<file path="src/rtl/bram_slice_reader.sv">
// Reads LENGTH bit-sliced rows of one PE block BRAM and streams the 16 lanes back
// out as word-parallel values over a valid/ready port.
module bram_slice_reader #(
  parameter int unsigned SIZE            = 2,
  parameter int unsigned MAX_WORD_LENGTH = 32,
  parameter int unsigned ADDR_W          = 10,
  parameter int unsigned LANES           = 16
) (
  input  logic                       clk,
  input  logic                       reset,
  input  logic                       start,
  input  logic [7:0]                 blk_i,
  input  logic [7:0]                 blk_j,
  input  logic [ADDR_W-1:0]          base_addr,
  input  logic [5:0]                 length,
  output logic [7:0]                 bram_i,
  output logic [7:0]                 bram_j,
  output logic                       bram_en,
  output logic [ADDR_W-1:0]          bram_addr,
  input  logic [LANES-1:0]           bram_dout,
  output logic                       word_valid,
  input  logic                       word_ready,
  output logic [3:0]                 word_lane,
  output logic [MAX_WORD_LENGTH-1:0] word_data,
  output logic                       busy,
  output logic                       done,
  output logic                       err
);

  localparam int unsigned ROW_W = $clog2(MAX_WORD_LENGTH);
  localparam logic [3:0]  LAST_LANE = 4'(LANES - 1);

  typedef enum logic [2:0] {IDLE, READ, DRAIN, OUT, DONE} state_t;

  state_t                     state, state_d;
  logic [5:0]                 r, r_d, len_q, len_d;
  logic [ADDR_W-1:0]          base_q, base_d, bram_addr_d;
  logic [3:0]                 lane, lane_d, word_lane_d;
  logic [7:0]                 bram_i_d, bram_j_d;
  logic                       bram_en_d, word_valid_d, busy_d, done_d, err_d;
  logic [MAX_WORD_LENGTH-1:0] word_data_d;
  logic                       clr_buf, start_bad;
  logic                       cap_en;
  logic [ROW_W-1:0]           cap_row;
  logic [MAX_WORD_LENGTH-1:0] tbuf    [LANES];
  logic [MAX_WORD_LENGTH-1:0] buf_nxt [LANES];

  assign start_bad = (length == 6'd0) || (length > 6'(MAX_WORD_LENGTH)) ||
                     (blk_i >= 8'(SIZE)) || (blk_j >= 8'(SIZE));

  // Transpose: read data returning this cycle lands in column cap_row of every lane.
  always_comb begin
    for (int k = 0; k < int'(LANES); k++) begin
      buf_nxt[k] = tbuf[k];
      if (cap_en) buf_nxt[k][cap_row] = bram_dout[k];
    end
  end

  always_comb begin
    state_d      = state;
    r_d          = r;
    len_d        = len_q;
    base_d       = base_q;
    lane_d       = lane;
    clr_buf      = 1'b0;
    bram_en_d    = 1'b0;
    bram_addr_d  = bram_addr;
    bram_i_d     = bram_i;
    bram_j_d     = bram_j;
    word_valid_d = 1'b0;
    word_lane_d  = word_lane;
    word_data_d  = word_data;
    busy_d       = busy;
    done_d       = 1'b0;
    err_d        = 1'b0;
    case (state)
      IDLE: begin
        busy_d = 1'b0;
        if (start) begin
          if (start_bad) begin
            err_d = 1'b1;
          end else begin
            state_d     = READ;
            len_d       = length;
            base_d      = base_addr;
            bram_i_d    = blk_i;
            bram_j_d    = blk_j;
            clr_buf     = 1'b1;
            bram_en_d   = 1'b1;
            bram_addr_d = base_addr;
            r_d         = 6'd1;
            busy_d      = 1'b1;
          end
        end
      end
      READ: begin
        if (r == len_q) begin
          state_d = DRAIN;
        end else begin
          bram_en_d   = 1'b1;
          bram_addr_d = base_q + ADDR_W'(r);
          r_d         = r + 6'd1;
        end
      end
      DRAIN: begin
        state_d      = OUT;
        lane_d       = 4'd0;
        word_valid_d = 1'b1;
        word_lane_d  = 4'd0;
        word_data_d  = buf_nxt[0];
      end
      OUT: begin
        word_valid_d = 1'b1;
        if (word_ready) begin
          if (lane == LAST_LANE) begin
            state_d      = DONE;
            word_valid_d = 1'b0;
            word_lane_d  = 4'd0;
            word_data_d  = '0;
            done_d       = 1'b1;
          end else begin
            lane_d      = lane + 4'd1;
            word_lane_d = lane + 4'd1;
            word_data_d = buf_nxt[lane + 4'd1];
          end
        end
      end
      DONE: begin
        state_d     = IDLE;
        busy_d      = 1'b0;
        bram_i_d    = 8'd0;
        bram_j_d    = 8'd0;
        bram_addr_d = '0;
      end
      default: state_d = IDLE;
    endcase
  end

  always_ff @(posedge clk) begin
    if (!reset) begin
      state      <= IDLE;
      r          <= 6'd0;
      len_q      <= 6'd0;
      base_q     <= '0;
      lane       <= 4'd0;
      cap_en     <= 1'b0;
      cap_row    <= '0;
      bram_en    <= 1'b0;
      bram_addr  <= '0;
      bram_i     <= 8'd0;
      bram_j     <= 8'd0;
      word_valid <= 1'b0;
      word_lane  <= 4'd0;
      word_data  <= '0;
      busy       <= 1'b0;
      done       <= 1'b0;
      err        <= 1'b0;
      for (int k = 0; k < int'(LANES); k++) tbuf[k] <= '0;
    end else begin
      state      <= state_d;
      r          <= r_d;
      len_q      <= len_d;
      base_q     <= base_d;
      lane       <= lane_d;
      cap_en     <= bram_en;
      cap_row    <= ROW_W'(r - 6'd1);
      bram_en    <= bram_en_d;
      bram_addr  <= bram_addr_d;
      bram_i     <= bram_i_d;
      bram_j     <= bram_j_d;
      word_valid <= word_valid_d;
      word_lane  <= word_lane_d;
      word_data  <= word_data_d;
      busy       <= busy_d;
      done       <= done_d;
      err        <= err_d;
      for (int k = 0; k < int'(LANES); k++)
        tbuf[k] <= clr_buf ? '0 : buf_nxt[k];
    end
  end

endmodule

</file>
<file path="config.mk">
export PLATFORM = sky130hd
export DESIGN_NAME = bram_slice_reader
export DESIGN_NICKNAME = d
export VERILOG_FILES = /design/src/rtl/bram_slice_reader.sv
export SDC_FILE = /design/constraint.sdc
export NUM_CORES = 1
export LEC_CHECK = 0
export ABC_AREA = 1
export CELL_PAD_IN_SITES_DETAIL_PLACEMENT = 1
export CELL_PAD_IN_SITES_GLOBAL_PLACEMENT = 2
export CORE_MARGIN = 5
export CORE_UTILIZATION = 34
export CTS_BUF_LIST = sky130_fd_sc_hd__clkbuf_4
export CTS_CLUSTER_SIZE = 14
export DETAILED_ROUTE_END_ITERATION = 7
export PLACE_DENSITY = 0.8
export SKIP_CTS_REPAIR_TIMING = 1
export SYNTH_ARGS = -nofsm -noshare
export SYNTH_HDL_FRONTEND = slang
export SYNTH_SLANG_ARGS = --single-unit
</file>
<file path="constraint.sdc">
create_clock -name clk -period 2.6 [get_ports clk]
set_input_delay 0.39 -clock clk [delete_from_list [all_inputs] [get_ports clk]]
set_output_delay 0.39 -clock clk [all_outputs]
set_load 0.02 [all_outputs]
</file>
* After elaboration in Yosys (flattened, before gate mapping)
Memories as Yosys holds them, arrays and structs flattened. Cells that the tools add are included.
Word-level totals: register bits after elaboration 102, latch bits 0, memory bits (writable) 512, memory bits (read-only) 0, output and inout bits 67, memories 1
Memories:
- tbuf | depth 16, bits a word 32, rd ports 16, clocked after Yosys merged registers in 0, write ports 16, line 45 | logic [MAX_WORD_LENGTH-1:0] tbuf [LANES];
Cells by class: add/subtract/negate cells 4, $mul 0, divide/modulo/power cells 0, magnitude comparators 6, equal/unequal tests 13, shifts and indexed selects 0, mux-type cells 111, bitwise operators 18, reduce and logical (&&, ||, !) cells 19
Operators by type and width (count):
- $mux 32 | 52
- $bwmux 32 | 16
- $bmux 32 s4 | 1
- $pmux 32 s2 | 1
- $mux 8 | 4
- $pmux 8 s2 | 2
- $mux 10 | 3
- $pmux 10 s3 | 1
- $mux 6 | 3
- $ge 8x2->1 const B | 2
- $mux 4 | 4
- $or 1x1->1 | 16
- $pmux 4 s2 | 2
- $mux 3 | 5
- $reduce_and 3->1 | 5
- $ne 2x2->1 const B | 7
- $pmux 3 s4 | 1
- $pmux 6 s2 | 1
- $mux 1 | 11
- $add 10x6->10 | 1
- $reduce_and 4->1 | 2
- $add 6x1->6 const B | 1
- $eq 3x2->1 const B | 2
- $eq 6x6->1 | 1
- other kinds (21) | 27

* Depth between registers and ports, before layout
Gate-level depths: netlist of the first run.
depth after elaboration 12, depth in mapped cells 15, depth with buffers taken out 14

* Worst setup path after synthesis of the first run
OpenSTA, ideal clock, no wires.
path kind register -> register, from register r[0], to register bram_addr[8], setup time 117 ps, data arrival time 1761 ps, required time 2483 ps, path slack 721 ps, stages on the path, launching flop included 14, cell sequence dfxtp_1 ha_1 inv_1 fa_1 inv_1 nand3_1 nand2_1 nand2_1 nand2_1 a21oi_1 nor2_1 a31oi_1 a21oi_1 nor2_1
On the way: word-level cells in the longest chain between the ends 3, elaborated cells on any way between the ends 6, classes of those cells add/sub (1); eq/ne (2); mux (2); reduce/logical (1)
RTL lines:
- start: declaration | line 36 | logic [5:0] r, r_d, len_q, len_d;
- start signal: assignment | line 161 | r <= r_d;
- $add 10x6->10 / $eq 6x6->1 (equally long branches) | line 101, 97
- $mux 10 / $ne 2x2->1 (equally long branches)
- $pmux 10 s3 / $reduce_and 4->1 (equally long branches)
- end signal: assignment | line 168 | bram_addr <= bram_addr_d;
- end: declaration | line 19 | output logic [ADDR_W-1:0] bram_addr,
Parallel ways exist; a longest one is shown, timed or not. The select of a mux whose other input is x is not followed. A chain may end at the register's enable or synchronous reset.

* Worst setup path after layout of the first run
from register word_data[3], to output word_data[3]
RTL lines:
- start: declaration | line 24 | output logic [MAX_WORD_LENGTH-1:0] word_data,
- start signal: assignment | line 173 | word_data <= word_data_d;
No word-level cell between the ends.

==> run_results.csv, run 1 <==
group,metric,value,unit
run_status,status,"finished clean",
logic_synthesis,synth-edff-count,0,
layout,layout.nets,5226,
floorplan,die_w,310,um
power,p_leak,0.0157,uW
global_route,grt_max_degree,92,
floorplan,io_pins,119,
worst_setup_path,critPathBufInv,1,
timing,hold_viol,0,
power,p_per_area,529,nW/um2
logic_synthesis,postSynthAreaPerCell,6.17,um2
routing,wirelength,122000,um
cts,clkLatencyLatePin,1.05,ns
logic_synthesis,async_reset_ff_share,0,%
placed_design,gp_congestion,0.780,
placed_design,hpwl,74000,um
cts,cts_tree,"built",
routing,routed-via-count,32400,
power,vdd_drop_max,0.349,mV
worst_setup_path,cp_data_required_time,2.21,ns
floorplan,std_cell_rows,110,
worst_setup_path,critical_path.top_delay_family,"buffers and inverters",
routing,viasPerCell,5.03,
timing,rsz0062_at_grt,"false",
global_route,antenna_found_initial,7,
floorplan,dieArea,96200,um2
floorplan,core,89700,um2
worst_setup_path,path_max_fanout,2,
logic_synthesis,ys_seq_area_share,40.1,%
worst_setup_path,start_kind,"register",
timing,worst_pin_slew,0.803,ns
logic_synthesis,synthMostInstantiatedCell,"nand2_1",
layout,drive_above_1_share,9.88,%
placed_design,dp_slack,-0.136,ns
logic_synthesis,synthTopCellsByArea,"dfxtp_1 (40%), nand2_1 (20%), nand3_1 (15%), nor2_1 (7.2%), inv_1 (6.6%)",
logic_synthesis,syn_area,30600,um2
layout,area_growth,19.4,%
logic_synthesis,yosysWarnings,0,
cts,clkTransAtPathRegs,0.07,ns
logic_synthesis,synth.distinct_cells,37,
logic_synthesis,synth_nets,5029,
logic_synthesis,synthTopCellsByCount,"nand2_1 (1624), nand3_1 (939), dfxtp_1 (614)",
logic_synthesis,synth_ff_type,"dfxtp_1",
timing,fin_skew,0.0540,ns
routing,wl_per_cell,18.9,um
timing,fin_setup_tns,0,ns
worst_setup_path,critPathMaxStageDelay,0.64,ns
cts,cts_buffer_depth,3,
routing,ant_nets,0,
placed_design,place_area,34300,um2
global_route,grt_pass1_wl,188000,um
timing,setup_viol,0,
timing,timing.final.crit_share,95.5,%
job,max-cap-violations,0,
global_route,grt_pass1_vias,32500,
layout,design_area,36600,um2
worst_setup_path,critPathSlowestCell,"clkdlybuf4s50_1",
floorplan,initial_core_util,34.2,%
timing,period_needed,2.48,ns
timing,slew_headroom,46.4,%
cts,cts.root.buffer_cell,"clkbuf_4",
logic_synthesis,yosysTopAreaCell,"dfxtp_1",
routing,dr.pass1.iters,5,
placed_design,port_buffers,118,
timing,maxSlewViolCount,0,
worst_setup_path,worst_setup_path_end_kind,"output pin",
routing,drc_errors,0,
global_route,gr-total-overflow,0,
worst_setup_path,worstPathCellList,"clkdlybuf4s50_1",
worst_hold_path,hold_path.class,"in2reg",
worst_setup_path,worst_ep_arrival_time,2.09,ns
cts,cts.sinks,614,
worst_setup_path,path_class,"reg2out",
logic_synthesis,synth-seq-cells,614,
floorplan,die_y,310,um
cts,h-tree-depth,4,
routing,first_iter_violations,2136,
logic_synthesis,syn-instance-count,4967,
global_route,track_usage,25.1,%
layout,final_core_util,40.8,%
cts,cts_made_buffers,179,
timing,worst_slack,0.117,ns
logic_synthesis,synth_top_area_share,40.1,%
timing,fmax,403,MHz
==> path summary, 6_finish.rpt <==
check / from / end / slack, ns / depth (start not counted)
min: base_addr[8] / base_q[8] / 0.04 / 3
max: word_data[3] / word_data[3] / 0.12 / 1
min reg2reg: bram_en / cap_en / 0.47 / 2
max reg2reg: cap_row[0] / word_data[24] / 0.25 / 13
==> kinds of logic after synthesis <==
kind of cell	after synthesis	synth area share (%)
compound gates	257	4.32
buf+inv	866	11.2
flops	614	40.1
xor+xnor	10	0.286
simple gates	3210	43.6
fa+ha+maj	10	0.433
==> where the power goes <==
part           total [uW]  internal (uW)  switching (uW)
combinational         860            261             599
clock                9080           4690            4400
sequential           9420           9410            10.1
total               19400          14400            5010
==> layout by cell type (no fill, tap or decap), drive strengths merged <==
cell           Yosys  routed
a21oi             90      90
a31oi              4       4
and2               1       1
buf              157     202
bufinv             0       3
clkbuf           162     252
clkdlybuf4s50      0     116
clkinv             4      33
clkinvlp           0       2
dfxtp            614     614
diode              0       3
dlygate4sd3        0      16
dlymetal6s2s       0       1
fa                 1       1
ha                 9       9
inv              543     549
nand2           1627    1627
nand3            940     940
nand4              3       3
nor2             601     601
nor3              13      13
nor3b             14      14
nor4               3       3
o2111ai            1       1
o211ai             4       4
o21ai            153     153
o21bai             1       1
o22ai              3       3
o32ai              1       1
or2                8       8
xnor2              2       2
xor2               8       8
==> registers in the layout, summed over array words and instances, names as in the netlist <==
register    flops
bram_i          8
word_lane       4
lane            4
word_valid      1
bram_addr      10
base_q         10
bram_en         1
len_q           6
cap_en          1
busy            1
state           3
tbuf          512
r               6
err             1
cap_row         5
word_data      32
done            1
bram_j          8
==> stage by stage <==
| step | power [uW] | hold slack, ns | cells |
|---|---|---|---|
| finish | 19400 | 0.0368 | 6454 |
| global route | 20200 | 0.00668 | 6452 |
| CTS | 19700 | -0.297 | 6435 |
| detailed placement | 10500 | 0.459 | 6143 |
| global placement | 10500 | 0.459 | 6143 |
| floorplan | 9910 | 0.444 | 4967 |
==> routing by layer <==
| metal | GRT usage (%) | vias to the layer above | wire length (um) |
|---|---|---|---|
| li1 | - | 16000 | - |
| met1 | 34.2 | 15700 | 57500 |
| met2 | 41.3 | 610 | 55900 |
| met3 | 4.02 | 194 | 5610 |
| met4 | 7.55 | 0 | 2870 |
| met5 | 0 | - | 0 |
==> area by class of cell <==
type                    count  area (um2)
fillers                 11900       53200
multi-input cells        3487       15000
flip-flops and latches    614       12300
repair buffers            335        3610
inverters                 547        2070
clock buffers             252        1890
well taps                1176        1470
clock inverters            40         236
diodes                      3        7.51
Power figures use the tool's default switching activity.
==> run 2, diff against run 1 <==
--- a/config.mk
+++ b/config.mk
@@ -13,7 +13,8 @@
 export CTS_BUF_LIST = sky130_fd_sc_hd__clkbuf_4
 export CTS_CLUSTER_SIZE = 14
 export DETAILED_ROUTE_END_ITERATION = 7
-export PLACE_DENSITY = 0.8
+export MAX_ROUTING_LAYER = met4
+export PLACE_DENSITY_LB_ADDON = 0.1
 export SKIP_CTS_REPAIR_TIMING = 1
 export SYNTH_ARGS = -nofsm -noshare
 export SYNTH_HDL_FRONTEND = slang
==> run 2 against run 1 <==
Non-clock buffer count down 4. Combinational power fell by 0.6%. Core utilization about the same. Flip-flop and latch count unchanged. Register-to-register slack worse by 0.09 ns. Critical path type unchanged. Highest routed layer unchanged.
==> run_results.csv, run 2 (synthesized netlist as in run 1, its figures left out) <==
group,metric,value,unit
run_status,status,"finished clean",
routing,dr.pass1.iters,5,
layout,top_regs,"tbuf (512), word_data (32)",
worst_setup_path,worst_ep_arrival_time,2.06,ns
global_route,antenna_found_initial,2,
timing,slew_headroom,39.9,%
worst_setup_path,reg2reg_slack,0.16,ns
routing,wirelength,124000,um
worst_setup_path,start_kind,"register",
worst_setup_path,critPathSlowestCell,"clkdlybuf4s50_1",
floorplan,std_cell_rows,110,
layout,drive_above_1_share,10.1,%
global_route,track_usage,26.1,%
timing,fin_skew,0.0330,ns
routing,first_iter_violations,1685,
layout,top_register,"tbuf",
worst_setup_path,worstPathCellList,"clkdlybuf4s50_1",
layout,area_growth,19.4,%
worst_setup_path,critPathBufInv,1,
power,seqPwrFrac,48.4,%
layout,final_core_util,40.8,%
floorplan,dieArea,96200,um2
power,power.share.switching,25.5,%
floorplan,core,89700,um2
worst_setup_path,worst_setup_path_end_kind,"output pin",
placed_design,port_buffers,118,
worst_setup_path,cp_data_required_time,2.21,ns
timing,timing.final.crit_share,94.4,%
floorplan,die_y,310,um
worst_setup_path,path_max_fanout,2,
timing,fmax,408,MHz
power,p_leak,0.0158,uW
placed_design,gp_congestion,0.794,
cts,clkLatencyLatePin,1.06,ns
layout,final_cell_mix,"nand2_1 (1620), nand3_1 (939), dfxtp_1 (613), nor2_1 (591), inv_1 (521)",
layout,layout.nets,5230,
routing,ant_nets,0,
floorplan,initial_core_util,34.2,%
worst_setup_path,critPathMaxStageDelay,0.62,ns
placed_design,hpwl,73200,um
power,p_sw,4970,uW
cts,clkTransAtPathRegs,0.07,ns
timing,hold_ws,0.0456,ns
power,power.share.combinational,4.4,%
routing,drc_errors,0,
power,vdd_drop_max,0.368,mV
placed_design,dp_slack,0.00596,ns
timing,maxSlewViolCount,0,
cts,cts_made_buffers,187,
worst_hold_path,hold_path.class,"in2reg",
floorplan,die_w,310,um
timing,worst_slack,0.147,ns
timing,period_needed,2.45,ns
global_route,grt_pass1_vias,32000,
cts,cts.sinks,614,
cts,cts.root.buffer_cell,"clkbuf_4",
power,p_int,14500,uW
floorplan,io_pins,119,
timing,setup_viol,0,
job,max-cap-violations,0,
timing,worst_pin_slew,0.901,ns
global_route,gr-total-overflow,0,
routing,wl_per_cell,19.2,um
worst_setup_path,critical_path.top_delay_family,"buffers and inverters",
routing,routed-via-count,32300,
global_route,grt_max_degree,151,
worst_setup_path,path_class,"reg2out",
global_route,grt_pass1_wl,189000,um
timing,hold_viol,0,
power,p_clk_share,47.2,%
routing,viasPerCell,5.01,
layout,final_common_cell,"nand2_1",
layout,largest_reg_flops,512,
cts,cts_tree,"built",
power,p_per_area,532,nW/um2
cts,cts_buffer_depth,3,
timing,rsz0062_at_grt,"false",
cts,h-tree-depth,4,
==> run 2: changes by cell type in the layout (fill, tap and decap cells not counted), moves of 2 or more <==
cell             before  now
clkbuf_4            252  269
clkinv_1             32   18
clkdlybuf4s50_1     116  110
dlymetal6s2s_1        1    7
buf_4               141  137
buf_12               61   59
clkinvlp_4            2    0
dlygate4sd3_1        16   18
==> run 2: worst paths after layout <==
check | to | depth (start not counted) | from
hold reg to reg | word_lane[1] | 2 | word_lane[1]
setup reg to reg | word_data[26] | 12 | cap_row[3]
hold / removal | base_q[8] | 3 | base_addr[8]
setup / recovery | word_data[14] | 1 | word_data[14]
==> run 2: cell type report <==
cell class | instances | area, um2
fillers | 11900 | 53200
multi-input cells | 3487 | 15000
flip-flops and latches | 614 | 12300
repair buffers | 331 | 3580
inverters | 547 | 2070
clock buffers | 269 | 2020
well taps | 1176 | 1470
clock inverters | 23 | 139
diodes | 3 | 7.51
==> run 2: through the flow <==
| step | power (uW) | setup TNS [ns] | cell area, um2 | std cells |
|---|---|---|---|---|
| 2_1_floorplan | 9910 | 0 | 30600 | 4967 |
| 3_3_place_gp | 10500 | 0 | 34200 | 6137 |
| 3_5_place_dp | 10500 | 0 | 34200 | 6137 |
| 4_1_cts | 19800 | -0.377 | 36400 | 6429 |
| 5_1_grt | 20400 | 0 | 36600 | 6449 |
| 6_report | 19500 | 0 | 36600 | 6450 |
==> run 2: power by group through the flow <==
stage	Combinational [uW]	Clock, uW	Sequential [uW]
floorplan	288	0	9630
global placement	842	0	9630
detailed placement	841	0	9630
global route	886	10100	9410
finish	855	9180	9420
CTS	842	9590	9420
==> run 2: metal layers <==
| layer | vias up | global-route usage, % | share of wire (%) |
|---|---|---|---|
| met5 | - | - | 0 |
| met4 | 0 | 6.40 | 1.7 |
| met3 | 148 | 3.55 | 3.4 |
| met2 | 500 | 43.8 | 48 |
| met1 | 15700 | 33.5 | 47 |
| li1 | 16000 | - | - |
